## config.mk

```make
export PLATFORM = sky130hd
export DESIGN_NAME = split_stream_reorder
export DESIGN_NICKNAME = d
export VERILOG_FILES = /design/src/rtl/split_stream_reorder_pkg.sv /design/src/rtl/split_stream_bank.sv /design/src/rtl/split_stream_reorder.sv
export SDC_FILE = /design/constraint.sdc
export NUM_CORES = 1
export LEC_CHECK = 0
export ABC_AREA = 1
export BUFFER_PORTS_ARGS = -buffer_cell sky130_fd_sc_hd__buf_4
export CAP_MARGIN = 20
export CELL_PAD_IN_SITES_DETAIL_PLACEMENT = 1
export CELL_PAD_IN_SITES_GLOBAL_PLACEMENT = 2
export CORE_ASPECT_RATIO = 0.8
export CORE_UTILIZATION = 45
export CTS_CLUSTER_DIAMETER = 150
export DETAILED_ROUTE_END_ITERATION = 10
export PLACE_DENSITY = 0.92
export RECOVER_POWER = 50
export SLEW_MARGIN = 0
export SYNTH_ARGS = -nofsm -noshare
export SYNTH_HDL_FRONTEND = slang
export SYNTH_SLANG_ARGS = --single-unit
```

## constraint.sdc

```tcl
create_clock -name clk -period 5.75 [get_ports clk]
set_clock_uncertainty 0.1 [all_clocks]
set_input_delay 0 -clock clk [delete_from_list [all_inputs] [get_ports clk]]
set_output_delay 0 -clock clk [all_outputs]
set_load 0.01 [all_outputs]
```

## src/rtl/split_stream_reorder_pkg.sv

```systemverilog
// split_stream_pkg: bank state type and read-address helpers shared by split_stream_reorder.
package split_stream_pkg;
    typedef enum logic [1:0] {EMPTY, FILLING, FULL, DRAINING} bank_state_e;

    function automatic int bitrev(input int k, input int nbits);
        int r = 0;
        for (int i = 0; i < nbits; i++) r = (r << 1) | ((k >> i) & 1);
        return r;
    endfunction

    function automatic int decim_addr(input int k, input int n, input int decim);
        return (k % (n / decim)) * decim + k / (n / decim);
    endfunction
endpackage

```

## src/rtl/split_stream_bank.sv

```systemverilog
// split_stream_bank: N x WIDTH register bank, one synchronous write port, one asynchronous read port.
module split_stream_bank #(
    parameter int WIDTH = 33,
    parameter int N     = 8
) (
    input  logic                 clk,
    input  logic                 we,
    input  logic [$clog2(N)-1:0] waddr,
    input  logic [WIDTH-1:0]     wdata,
    input  logic [$clog2(N)-1:0] raddr,
    output logic [WIDTH-1:0]     rdata
);
    logic [WIDTH-1:0] mem [N];

    always_ff @(posedge clk)
        if (we) mem[waddr] <= wdata;

    assign rdata = mem[raddr];
endmodule

```

## src/rtl/split_stream_reorder.sv

```systemverilog
// split_stream_reorder: ping-pong frame buffer emitting each frame regrouped by index mod DECIM.
// Define SPLIT_STREAM_BITREV_EN for full bit-reversed (DIT) read order.
module split_stream_reorder import split_stream_pkg::*; #(
    parameter int WIDTH = 33,
    parameter int N     = 8,
    parameter int DECIM = 2
) (
    input  logic                     clk,
    input  logic                     rst,
    input  logic [WIDTH-1:0]         s_data,
    input  logic                     s_valid,
    output logic                     s_ready,
    output logic [WIDTH-1:0]         m_data,
    output logic                     m_valid,
    input  logic                     m_ready,
    output logic [$clog2(DECIM)-1:0] m_group,
    output logic                     m_last
);
    localparam int AW = $clog2(N);
    localparam int GW = $clog2(DECIM);

    bank_state_e      st [2];
    bank_state_e      st_nxt [2];
    logic             wr_bank, rd_bank;
    logic [AW-1:0]    wr_cnt, rd_cnt, raddr;
    logic [GW-1:0]    grp;
    logic [WIDTH-1:0] rdata [2];
    logic             wr_en, ld, last;

    assign s_ready = rst && (st[wr_bank] == EMPTY || st[wr_bank] == FILLING);
    assign wr_en   = s_valid && s_ready;
    assign ld      = (!m_valid || m_ready) && st[rd_bank] == DRAINING;
    assign last    = rd_cnt == AW'(N - 1);

`ifdef SPLIT_STREAM_BITREV_EN
    assign raddr = AW'(bitrev(int'(rd_cnt), AW));
    assign grp   = GW'(bitrev(int'(rd_cnt), AW) % DECIM);
`else
    assign raddr = AW'(decim_addr(int'(rd_cnt), N, DECIM));
    assign grp   = GW'(int'(rd_cnt) / (N / DECIM));
`endif

    for (genvar b = 0; b < 2; b++) begin : g_bank
        split_stream_bank #(.WIDTH(WIDTH), .N(N)) u_bank (
            .clk  (clk),
            .we   (wr_en && wr_bank == 1'(b)),
            .waddr(wr_cnt),
            .wdata(s_data),
            .raddr(raddr),
            .rdata(rdata[b])
        );
    end

    // The idle bank is primed to DRAINING while the other drains, so frames leave back-to-back
    always_comb begin
        for (int i = 0; i < 2; i++) begin
            st_nxt[i] = st[i];
            if (wr_en && wr_bank == 1'(i)) st_nxt[i] = wr_cnt == AW'(N - 1) ? FULL : FILLING;
            if (st[i] == FULL && (rd_bank == 1'(i) || st[rd_bank] == DRAINING)) st_nxt[i] = DRAINING;
            if (ld && last && rd_bank == 1'(i)) st_nxt[i] = EMPTY;
        end
    end

    always_ff @(posedge clk or negedge rst) begin
        if (!rst) begin
            st[0]   <= EMPTY;
            st[1]   <= EMPTY;
            wr_bank <= 1'b0;
            rd_bank <= 1'b0;
            wr_cnt  <= '0;
            rd_cnt  <= '0;
            m_valid <= 1'b0;
            m_data  <= '0;
            m_group <= '0;
            m_last  <= 1'b0;
        end else begin
            st[0] <= st_nxt[0];
            st[1] <= st_nxt[1];
            if (wr_en) begin
                wr_cnt <= wr_cnt == AW'(N - 1) ? '0 : wr_cnt + 1'b1;
                if (wr_cnt == AW'(N - 1)) wr_bank <= !wr_bank;
            end
            if (ld) begin
                m_valid <= 1'b1;
                m_data  <= rdata[rd_bank];
                m_group <= grp;
                m_last  <= last;
                rd_cnt  <= last ? '0 : rd_cnt + 1'b1;
                if (last) rd_bank <= !rd_bank;
            end else if (m_ready) begin
                m_valid <= 1'b0;
            end
        end
    end
endmodule

```

[Yosys cells after proc, flatten, opt, wreduce, memory -nomap -nowiden]
Memories as Yosys holds them, arrays and structs flattened.
Cells that the tools add are included.
Storage, ports and cells
  register bits after elaboration: 48
  memory bits (writable): 528
  input port bits: 37
  output and inout bits: 37
  logic and storage cells: 74
  memories kept: 2
Operators by class
  add/sub/neg operators: 3
  $lt $le $gt $ge: 2
  equal/unequal tests: 6
  mux-type cells: 24
  bitwise gates (word level): 4
  reduce and logical (&&, ||, !) cells: 23
Memories
  g_bank[0].u_bank.mem: depth 8, width 33, read ports 1, clocked after Yosys merged registers in 0, wr ports 1, line split_stream_bank.sv:13  | logic [WIDTH-1:0] mem [N];
  g_bank[1].u_bank.mem: depth 8, width 33, read ports 1, clocked after Yosys merged registers in 0, wr ports 1, line split_stream_bank.sv:13
Operators by type and width (number)
  $mux 33: 3
  $mux 2: 13
  $logic_and 1x1->1: 10
  $add 3x1->3 const B: 2
  $eq 2x2->1 const B: 3
  $eq 3x3->1 const B: 2
  $mux 1: 6
  $mux 3: 2
  $reduce_bool 3->1: 2
  $ge 2x2->1 const B: 2
  $logic_or 1x1->1: 4
  $not 1->2: 2
  $reduce_and 2->1: 2
  $add 3x1->3: 1
  $logic_not 1->1: 3
  $eq 2x1->1 const B: 1
  $logic_not 2->1: 1
  $not 1->1: 2
  $reduce_bool 2->1: 1

[Logic depth before layout (Yosys ltp)]
  word-level depth: 12
  mapped depth: 11
  depth with buffers taken out: 9

[By module]
Synthesis repeated with hierarchy kept, for this count alone.
Unflattened totals
  cells, all modules: 2589
  area total of the unflattened synthesis: 25600.8 um^2
Modules (own cells, without submodules)
  split_stream_bank: times used 2, cells each 1159, area each 11566.1 um^2, sequential area each 7927.6 um^2
  split_stream_reorder: times used 1, cells each 271, area each 2468.6 um^2, sequential area each 1201.2 um^2

[Least setup slack after synthesis]
No wires, ideal clock.
  path type: register -> register
  start point: register wr_bank
  end point: memory g_bank[1].u_bank.mem[0][0] (enable)
  library setup time: 0.423 ns
  arrival time: 2.493 ns
  data required time: 5.227 ns
  path slack: 2.733 ns
  cell stages (with the launch flop): 8
  buffers on the path: 0
  period minus slack after synthesis: 3.017 ns
  cell sequence: dfrtp_1 > nand2_1 > nand2_1 > a21oi_2 > nand2_1 > inv_2 > nand2_1 > nor2_1
On the way
  cells in the longest elaborated chain, start to end: 11
  elaborated cells between the ends (all ways): 12
  classes of those cells: eq/ne (1); mux (5); bitwise (1); reduce/logical (5)
Ends and longest elaborated chain
  start, declared: line split_stream_reorder.sv:24  | logic wr_bank, rd_bank;
  start signal, assigned: line split_stream_reorder.sv:81  | if (wr_cnt == AW'(N - 1)) wr_bank <= !wr_bank;
  $not 1->2 (implied by the code) (*): line split_stream_reorder.sv:30  | assign s_ready = rst && (st[wr_bank] == EMPTY || st[wr_bank] == FILLING);
  $mux 2 (implied by the code) (*) (3 in a row): line split_stream_reorder.sv:30
  $eq 2x1->1 / $logic_not 2->1 (equally long branches): line split_stream_reorder.sv:30
  $logic_or 1x1->1 (*): line split_stream_reorder.sv:30
  $logic_and 1x1->1 (*): line split_stream_reorder.sv:30
  via s_ready: line split_stream_reorder.sv:12  | output logic s_ready,
  $logic_and 1x1->1 (*): line split_stream_reorder.sv:31  | assign wr_en = s_valid && s_ready;
  $logic_and 1x1->1 (*): line split_stream_reorder.sv:46  | .we (wr_en && wr_bank == 1'(b)),
  $mux 1 (*): line split_stream_bank.sv:16  | if (we) mem[waddr] <= wdata;
  $mux 1 (implied by the code) (*): line split_stream_bank.sv:16
  end, declared: line split_stream_bank.sv:13
The timed path passes the listed nets; every way through them passes the cells marked *. The select of a mux whose other input is x is not followed.

==> flow_metrics.py <==
metrics = {
    "status": {
        "status": "complete, but fails checks",
        "violations": "max-capacitance violations, max-slew violations",
    },
    "clock_tree": {
        "cts-root-buf": "clkbuf_16",
        "h-tree-depth": 2,
        "numCtsBuffers": 57,
        "cts_tree": "done",
        "clk_latency_ns": 0.64,
        "numClockSinks": 576,
        "clkTransAtPathRegs_ns": 0.06,
        "clk_path_buf_depth": 3,
        "cts_setup_buffers": 0,
    },
    "synth": {
        "synth_edf_count": 528,
        "synth.most_common_cell": "nand2_1",
        "synth-seq-cells": 576,
        "syn_area_per_cell_sq_um": 11.7,
        "synthDistinctLibCells": 17,
        "ys_warn_count": 0,
        "synth_fp_nets": 2017,
        "synth_area_leader_cell": "edfxtp_1",
        "synth.area.top_cells": "edfxtp_1 69%, nand2_1 13%, nand3_1 9.0%",
        "synthArstFlopShare": 0.0833,
        "synth_cells": 1976,
        "syn-cell-area_sq_um": 23000,
        "yosysTopAreaCellShare": 0.689,
        "yosys-top-cells-count": "812 x nand2_1, 528 x edfxtp_1, 414 x nand3_1",
        "ys_seq_area_frac": 0.741,
        "ys.flop_type": "edfxtp_1",
    },
    "timing": {
        "fin_ws_ns": 1.72,
        "slew_headroom": -1.11,
        "grt_setup_unrepaired": "false",
        "post-route-min-period_ns": 4.03,
        "final_hold_viol_count": 0,
        "hold_ws_ns": 0.184,
        "tightest_slew_ns": 3.16,
        "fin_crit_sh": 0.700,
        "drv_slew": 49,
        "fmax_ghz": 0.248,
        "timing.setup.tns_ns": 0,
        "finalSetupViolCount": 0,
    },
    "pwr": {
        "p_seq_frac": 0.402,
        "p_leak_nw": 9.80,
        "power_density_nw_per_um2": 490,
        "worst_ir_drop_vdd_mv": 0.322,
        "switching_share": 0.368,
        "pwr-share-comb": 0.305,
        "switchingPower_mw": 4.76,
        "pwr-share-clk": 0.293,
        "intPower_mw": 8.17,
    },
    "floorplan": {
        "coreArea_sq_um": 50100,
        "dieArea_sq_um": 52100,
        "initial_core_util": 0.460,
        "rows": 73,
        "fp.dieH_um": 204,
        "die_x_um": 255,
        "ioPinCount": 74,
    },
    "route": {
        "firstDrtPassIters": 5,
        "route.detailed.drc": 0,
        "finalWirelength_mm": 64.3,
        "postRouteAntennaNets": 0,
        "vias_per_cell": 5.58,
        "drt_iter0_drc": 1282,
        "vias": 15503,
        "wl_per_cell_um": 23.1,
    },
    "hold_path": {
        "holdPathEnd": "m_valid",
        "worstHoldStart": "m_ready",
        "hold_path.class": "primary input to register",
        "holdPathStages": 5,
    },
    "worst_setup_path": {
        "start_kind": "primary input",
        "cp_max_fo": 48,
        "crit_slowest_cell": "clkbuf_1",
        "cp-end-kind": "async pin",
        "crit_arrival_ns": 3.49,
        "crit_family": "buffers and inverters",
        "critPathRequiredTime_ns": 5.22,
        "timing.rr.end": "m_data[25]",
        "crit_path_max_incr_delay_ns": 2.25,
        "reg2reg_depth": 10,
        "r2r_start": "rd_cnt[2]",
        "path_buf_inv": 4,
        "r2r_slack_ns": 2.14,
        "path_cells": "dlygate4sd3_1 -> dlygate4sd3_1 -> clkbuf_1 -> clkbuf_1",
        "criticalPathCategory": "primary input to async pin",
    },
    "place": {
        "gp_congestion": 0.741,
        "hpwl_mm": 36.0,
        "port_buffers": 73,
        "pre_cts_slack_ns": 2.09,
    },
    "finish": {
        "area_delta_synth_final_pct": 14.8,
        "layout.nets": 2097,
        "n_antenna_cell": 0,
        "seqCellArea_sq_um": 17100,
        "n_fill_cell": 5265,
        "multi_input_area_sq_um": 5470,
        "drive_gt1_frac": 0.0760,
    },
    "global_routing": {
        "grt_pass1_vias": 16685,
        "grt_pass1_wl_mm": 98.3,
        "grt_util_all_layers": 0.253,
        "overflow": 0,
        "antenna_found_initial": 2,
        "grt_max_degree": 136,
    },
    "flow_run": {
        "max_cap_violations": 1,
    },
}
## layout by cell type (no fill, tap or decap)
cell type,instances
nand4_1,1
inv_16,1
nand3b_1,1
nand2_2,1
clkbuf_8,1
nor2_4,16
clkinvlp_4,2
dfrtp_2,2
clkinv_2,13
clkinv_4,1
edfxtp_1,528
inv_1,9
inv_2,4
a21boi_0,1
clkbuf_16,58
nand2_1,811
inv_6,1
buf_16,6
dfrtp_1,44
clkinv_8,1
ha_1,4
clkbuf_1,66
dfrtp_4,2
dlygate4sd3_1,37
nor2_1,6
buf_4,39
bufinv_16,7
o21ai_0,12
a21oi_2,1
nand3_1,414
buf_12,3
inv_4,1
clkinv_1,11
## registers in the layout, indices dropped and copies added (netlist names)
signal             count
rd_bank                1
m_group                1
wr_cnt                 3
m_last                 1
g_bank.u_bank.mem    528
m_valid                1
wr_bank                1
rd_cnt                 3
m_data                33
st                     4
## tightest hold or removal path: stages
cell           delay [ns]
dlygate4sd3_1        0.53
buf_4                0.10
inv_1                0.03
nand2_1              0.12
nand2_1              0.07
## cell families (layout without fill, tap and decap cells)
| group | after synthesis | count (layout) | synth area share |
|---|---|---|---|
| buf+inv | 132 | 261 | 0.0270 |
| fa+ha+maj | 4 | 4 | 0.00217 |
| compound gates | 14 | 14 | 0.00332 |
| simple gates | 1250 | 1250 | 0.227 |
| flops | 576 | 576 | 0.741 |
## power by group through the flow
| stage | combinational [mW] | sequential (mW) | clock [mW] |
|---|---|---|---|
| after floorplan | 2.65 | 5.14 | 0 |
| after global placement | 3.82 | 5.26 | 0 |
| after detailed placement | 3.98 | 5.28 | 0 |
| after CTS | 4.06 | 5.19 | 3.85 |
| after global routing | 4.42 | 5.23 | 3.98 |
| final | 3.95 | 5.20 | 3.79 |
## through the flow
| stage | area [sq um] | utilization | total power [mW] | std cells |
|---|---|---|---|---|
| finish | 26400 | 0.528 | 12.9 | 2780 |
| global route | 26400 | 0.528 | 13.6 | 2780 |
| CTS | 26600 | 0.532 | 13.1 | 2780 |
| detailed placement | 24300 | 0.486 | 9.26 | 2634 |
| global placement | 24100 | 0.482 | 9.08 | 2626 |
| floorplan | 23000 | - | 7.79 | 1976 |
## repair_timing
item,4_1_cts,5_1_grt
resized for setup,0,0
hold buffers,38,0
endpoints found under the hold margin,584,0
## worst max-delay path by stage
stage / from / endpoint / slack (ns) / cells past startpoint
2_1_floorplan: wr_bank / g_bank[1].u_bank.mem[0][0] / 2.73 / 7
3_3_place_gp: rst / g_bank[0].u_bank.mem[4][6] / 2.31 / 6
3_5_place_dp: rst / g_bank[0].u_bank.mem[6][6] / 2.09 / 6
4_1_cts: rd_cnt[2] / m_data[25] / 2.10 / 10
5_1_grt: rst / rd_cnt[0] / 1.02 / 4
6_report: rst / rd_cnt[0] / 1.72 / 4
## cell type report
type | count | share of cell area
Clock buffer | 72 | 0.0573
Timing Repair Buffer | 138 | 0.0412
Sequential cell | 576 | 0.646
Clock inverter | 36 | 0.0143
Multi-Input combinational cell | 1268 | 0.207
Tap cell | 675 | 0.0320
Inverter | 15 | 0.00242
## per-layer routing
layer  GRT usage  wire length (um)  vias up
li1            -                 -     7013
met2       0.431             32000      429
met5           0                25        -
met1       0.336             27300     7943
met4      0.0845              1610        4
met3      0.0336              3300      114
Power figures use the tool's default switching activity.
